<file path="config.mk">
export PLATFORM = sky130hd
export DESIGN_NAME = clock_div_five
export DESIGN_NICKNAME = d
export VERILOG_FILES = /design/src/rtl/clock_div_five.sv
export SDC_FILE = /design/constraint.sdc
export NUM_CORES = 1
export LEC_CHECK = 0
export ABC_CLOCK_PERIOD_IN_PS = 1180
export CAP_MARGIN = 40
export CORE_AREA = 8 8 45 47
export DETAILED_ROUTE_END_ITERATION = 6
export DIE_AREA = 0 0 53 55
export GPL_TIMING_DRIVEN = 1
export SLEW_MARGIN = 40
export SYNTH_ARGS = -nofsm -noshare
export SYNTH_HDL_FRONTEND = slang
export SYNTH_SLANG_ARGS = --single-unit
export TNS_END_PERCENT = 100
</file>
<file path="constraint.sdc">
create_clock -name clk_in -period 1.18 [get_ports clk_in]
set_clock_uncertainty 0.1 [all_clocks]
set_input_delay 0.236 -clock clk_in [delete_from_list [all_inputs] [get_ports clk_in]]
set_output_delay 0.236 -clock clk_in [all_outputs]
set_load 0.01 [all_outputs]
</file>
<file path="src/rtl/clock_div_five.sv">
`timescale 1ns/1ps
// Divide-by-five clock generator with 50% duty cycle.
// A mod-5 counter on the rising edge drives a phase flop that is high for
// two input cycles. A falling-edge copy of that flop extends the high phase
// by half a cycle. ORing the two gives 2.5 cycles high and 2.5 cycles low.
module clock_div_five (
    input  logic clk_in,
    input  logic rst,
    output logic clock_div_5
);

    logic [2:0] cnt_q;
    logic [2:0] cnt_d;
    logic       a_q;
    logic       a_d;
    logic       b_q;
    logic       b_d;

    // Next-state for the rising-edge domain: counter wrap and phase decode.
    // Values 5..7 should never occur, but they wrap to 0 just like 4 does.
    always_comb begin
        a_d   = (cnt_q == 3'd0) || (cnt_q == 3'd1);
        cnt_d = (cnt_q >= 3'd4) ? 3'd0 : cnt_q + 3'd1;
    end

    // The falling-edge flop copies the phase flop, delaying it by half a cycle.
    always_comb begin
        b_d = a_q;
    end

    // Rising-edge state with synchronous reset.
    always_ff @(posedge clk_in) begin
        if (rst) begin
            cnt_q <= 3'd0;
            a_q   <= 1'b0;
        end else begin
            cnt_q <= cnt_d;
            a_q   <= a_d;
        end
    end

    // Falling-edge retiming flop with synchronous reset.
    always_ff @(negedge clk_in) begin
        if (rst) begin
            b_q <= 1'b0;
        end else begin
            b_q <= b_d;
        end
    end

    // a and b change on opposite edges, so the OR cannot glitch.
    assign clock_div_5 = a_q | b_q;

endmodule

</file>
==> results of run 1 <==
[worst max path at each step]
stage | end | slack (ns) | cells past startpoint
2_1_floorplan | clock_div_5 | -0.25 | 1
3_3_place_gp | clock_div_5 | -0.71 | 2
3_5_place_dp | clock_div_5 | -0.71 | 2
4_1_cts | clock_div_5 | -0.68 | 2
5_1_grt | clock_div_5 | -0.71 | 2
6_report | clock_div_5 | -0.66 | 2
[final cells by class]
| class | count | area, um2 | area share |
|---|---|---|---|
| flip-flops and latches | 5 | 100.1 | 0.4324 |
| multi-input cells | 7 | 52.55 | 0.2270 |
| repair buffers | 3 | 27.53 | 0.1189 |
| clock buffers | 3 | 22.52 | 0.09730 |
| well taps | 16 | 20.02 | 0.08649 |
| clock inverters | 2 | 8.758 | 0.03784 |
[layer usage]
metal,GRT usage,up-vias,share of wire
met4,0.01293,0,0
li1,-,59,-
met5,0,-,0
met1,0.01368,51,0.38
met3,0.04545,0,0.28
met2,0.02734,6,0.33
[Yosys cell counts]
| library cell | n |
|---|---|
| nor2b_1 | 1 |
| ha_1 | 1 |
| nor3b_1 | 2 |
| nor3_1 | 2 |
| inv_1 | 1 |
| or2_2 | 1 |
| dfxtp_1 | 5 |
[registers in the layout (all words and copies together), names as in the netlist]
register / cells
cnt_q: 3
b_q: 1
a_q: 1
[power by group]
group	internal (uW)	total [uW]	switching [uW]
Clock	127	209	82.0
Combinational	27.3	39.9	12.6
Sequential	185	193	7.53
Total	340	442	102
[repair_timing]
item	in CTS	in global routing
resized for setup	6	0
setup endpoints to repair	2	1
hold buffers	0	0
[per-stage QoR]
step / TNS [ns] / worst slack [ns] / cell area (um2) / hold slack [ns] / utilization
2_1_floorplan: -0.2628 / -0.2476 / 156.4 / 0.2121 / -
3_3_place_gp: -1.094 / -0.7063 / 203.9 / 0.3079 / 0.1474
3_5_place_dp: -1.093 / -0.7084 / 203.9 / 0.3110 / 0.1474
4_1_cts: -0.6775 / -0.6775 / 231.5 / 0.3107 / 0.1673
5_1_grt: -0.7072 / -0.7072 / 231.5 / 0.3251 / 0.1673
6_report: -0.6623 / -0.6623 / 231.5 / 0.3136 / 0.1673
[cell families (layout without fill, tap and decap cells)]
| logic type | Yosys count | in the layout | synth area share |
|---|---|---|---|
| simple gates | 6 | 6 | 0.2439 |
| flops | 5 | 5 | 0.6504 |
| fa+ha+maj | 1 | 1 | 0.08129 |
| buf+inv | 1 | 8 | 0.02437 |
==> flow_summary.ini, run 1 <==
[placement]
place.port_buffers = 2
dp_hpwl_um = 173.7
dp.cells = 32
gp_congestion = 0.6032

[layout]
mostFrequentLayoutCell = dfxtp_1
layout-drive-gt1-share = 0.3500
nets = 24
mostFrequentLayoutCells = 5 x dfxtp_1, 3 x clkbuf_4, 2 x nor3_1, 2 x nor3b_1
area_growth_syn_to_layout_pct = 50.41
antennaDiodeCount = 0
fillCellCount = 156
stdcell_count = 36

[clock_network]
worst_skew_pair.late_latency_ns = 0.24
maximum_clock_path_buffer_count = 2
clock_tree_root = clkbuf_4
cts-buffers-inserted = 3
h_tree_lvl_count = 1
clock-sinks = 5
cts_tree = done
post-cts-setup-buffers = 0
clk_pin_slew_ns = 0.05

[worst_setup_path]
path_delay_family = flip-flops
worst_r2r_endpoint = b_q
setup.worst_path.start = b_q
setup_crit_start_kind = register
highest_fanout_seen_on_the_critical_path = 1
critical_path.n_buffers_inverters = 1
worst_path_max_delay_cell = dfxtp_1
flop2flop_setup_slack_ns = 0.01
cp_cell_sequence = or2_4 -> buf_6
critical-path-max-stage-delay_ns = 0.28
cp_data_arrival_time_ns = 1.51
critPathRequiredTime_ns = 0.84
worst-r2r-cell-count = 1
critical_path.reg2reg.startpoint = a_q
worstSetupEndpointType = output port
critPathKind = register to output port

[timing]
drv_slew = 0
finalWorstSetupSlack_ns = -0.6623
setup_viol = 1
timing_hold_violations_final = 0
rsz0062_at_grt = yes
worstMarginPinSlew_ns = 0.1387
max_slew_margin = 0.9074

[die]
die_area_mm2 = 0.002915
num_io_pins = 3
initial_utilization = 0.1112
core_area_mm2 = 0.001384
chipHeight_um = 55
die_width_um = 53
rows = 14

[yosys]
synth.area.top_cells = dfxtp_1 65%, nor3b_1 9.8%, ha_1 8.1%, nor3_1 6.5%, nor2b_1 4.1%
synth_seq_cells = 5
post_synth_inst_count = 13
synth.yosys.seq_area_share = 0.6504
area_share_of_the_largest_cell_type_after_synthesis = 0.6504
post_synth.cell_area_avg_um2 = 11.84
synthesis.nets = 16
post_synth_instance_area_um2 = 153.9
yosysTopAreaCell = dfxtp_1
post_synth_cell_types = 7
ys_warn_count = 0

[power_and_ir_drop]
vdd_drop_max_v = 0.0004686
power_density_mw_per_mm2 = 1910
cellLeakagePower_uw = 0.0001020
power.total_uw = 442.0

[min_path]
worst_hold_startpoint = rst
timing.hold.worst_endpoint = cnt_q[2]
min_path_cells = 3
worst_hold_path_type = input pin to register

[route]
dr.pass1.iters = 3
detail-route-antenna-nets = 0
detail_route.vias_per_cell = 3.222
drt_wl_cell_um = 6.472
routed_wirelength_um = 233
detail_route.iter0.violations = 3
post-route-drc-count = 0
via_count = 116

[run]
maxCapViolations = 0

[global_routing]
via_count_of_the_first_global_routing_pass = 115
antenna_found_initial = 0
grt_pass1_wl_um = 407
global_route.overflow_total = 0
track_usage = 0.02350
grt_max_degree = 5

[outcome]
failed_checks = setup timing
outcome = complete, but fails checks
(Power assumes the default switching activity.)
==> run 2: changes to the inputs <==
--- a/config.mk
+++ b/config.mk
@@ -11,6 +11,7 @@
 export DETAILED_ROUTE_END_ITERATION = 6
 export DIE_AREA = 0 0 53 55
 export GPL_TIMING_DRIVEN = 1
+export SETUP_SLACK_MARGIN = 0.02
 export SLEW_MARGIN = 40
 export SYNTH_ARGS = -nofsm -noshare
 export SYNTH_HDL_FRONTEND = slang
==> flow_summary.ini, run 2 (same netlist as run 1, synthesis figures left out) <==
[clock_network]
h_tree_lvl_count = 1
maximum_clock_path_buffer_count = 2
post-cts-setup-buffers = 0
cts.repair.resized = 7
clk_pin_slew_ns = 0.05
hold_buffers = 0
clock-sinks = 5
cts_tree = done
worst_skew_pair.late_latency_ns = 0.24
clock_tree_root = clkbuf_4
cts-buffers-inserted = 3

[layout]
antennaDiodeCount = 0
largest_register_ffs = 3
area.sequential_um2 = 101.3
registers_with_the_most_flip_flops = cnt_q x3, a_q x1, b_q x1
mostFrequentLayoutCell = dfxtp_1
nets = 24
fillCellCount = 155
area_growth_syn_to_layout_pct = 51.22
layout-drive-gt1-share = 0.4000
regMostFlops = cnt_q
mostFrequentLayoutCells = 4 x dfxtp_1, 3 x clkbuf_4, 2 x nor3_1, 2 x nor3b_1
multi_input_area_um2 = 52.55

[die]
die_area_mm2 = 0.002915
num_io_pins = 3
core_area_mm2 = 0.001384
rows = 14
initial_utilization = 0.1112
die_width_um = 53
chipHeight_um = 55

[timing]
timing_hold_violations_final = 0
worstMarginPinSlew_ns = 0.1387
rsz0062_at_grt = yes
setup_viol = 1
max_slew_margin = 0.9074
tns_ns = -0.6623
finalWorstSetupSlack_ns = -0.6623
drv_slew = 0

[worst_setup_path]
highest_fanout_seen_on_the_critical_path = 1
cp_data_arrival_time_ns = 1.51
flop2flop_setup_slack_ns = 0.01
critPathKind = register to output port
critPathRequiredTime_ns = 0.84
critical-path-max-stage-delay_ns = 0.28
worstSetupEndpointType = output port
setup_crit_start_kind = register
cp_cell_sequence = or2_4 -> buf_6
worst_path_max_delay_cell = dfxtp_1

[placement]
pre_cts_ws_ns = -0.7084
place.port_buffers = 2
gp_congestion = 0.6032
dp_hpwl_um = 173.7

[power_and_ir_drop]
cellLeakagePower_uw = 0.0001021
power_switching_uw = 102.1
share_clk_of_total_power = 0.473
share_comb_of_total_power = 0.090
switching_share = 0.2306
cellInternalPower_uw = 340.7
p_seq_frac = 0.437
power_density_mw_per_mm2 = 1903
vdd_drop_max_v = 0.0004687

[route]
routed_wirelength_um = 233
detail_route.vias_per_cell = 3.222
post-route-drc-count = 0
drt_wl_cell_um = 6.472
detail-route-antenna-nets = 0
dr.pass1.iters = 3
detail_route.iter0.violations = 3
via_count = 116

[global_routing]
antenna_found_initial = 0
track_usage = 0.02350
grt_pass1_wl_um = 407
via_count_of_the_first_global_routing_pass = 115
global_route.overflow_total = 0
grt_max_degree = 5

[min_path]
worst_hold_path_type = input pin to register

[outcome]
failed_checks = setup timing
outcome = complete, but fails checks

[run]
maxCapViolations = 0
-- run 2: stage by stage --
step	utilization	instance area (um2)	hold slack [ns]	power, uW	cells
floorplan	-	156.4	0.2121	226.2	13
global placement	0.1474	203.9	0.3079	245.6	32
detailed placement	0.1474	203.9	0.3110	247.2	32
CTS	0.1682	232.7	0.3056	458.5	36
global route	0.1682	232.7	0.3178	481.0	36
finish	0.1682	232.7	0.3088	442.8	36
-- run 2: final timing paths --
| check | start | endpoint | cells after the start |
|---|---|---|---|
| worst max-delay path | b_q | clock_div_5 | 2 |
| worst max register to register | a_q | b_q | 1 |
| worst min register to register | cnt_q[1] | a_q | 1 |
| worst min-delay path | rst | a_q | 3 |
-- run 2: final cells by class --
type | instances | area share
clock buffers | 3 | 0.09677
clock inverters | 2 | 0.03763
multi-input cells | 7 | 0.2258
flip-flops and latches | 5 | 0.4355
well taps | 16 | 0.08602
repair buffers | 3 | 0.1183
-- run 2: per-layer routing --
metal / track usage / vias up / part of all wire
met5: 0 / - / 0
met4: 0.01293 / 0 / 0
met3: 0.04545 / 0 / 0.28
met2: 0.02734 / 6 / 0.33
met1: 0.01368 / 51 / 0.38
li1: - / 59 / -
-- run 2: worst max-delay path: cells and delay by family, from the launching register on --
family	cells	cell delay (ns)
flip-flops	1	0.28
buffers and inverters	1	0.12
AND/OR/NAND/NOR	1	0.22
-- run 2: power groups by stage --
stage / Combinational (uW) / Clock, uW / Sequential [uW]
6_report: 39.9 / 209 / 194
5_1_grt: 45.9 / 241 / 194
4_1_cts: 41.4 / 224 / 194
3_5_place_dp: 40.7 / 10.6 / 196
3_3_place_gp: 39.9 / 10.6 / 195
2_1_floorplan: 21.7 / 10.6 / 194
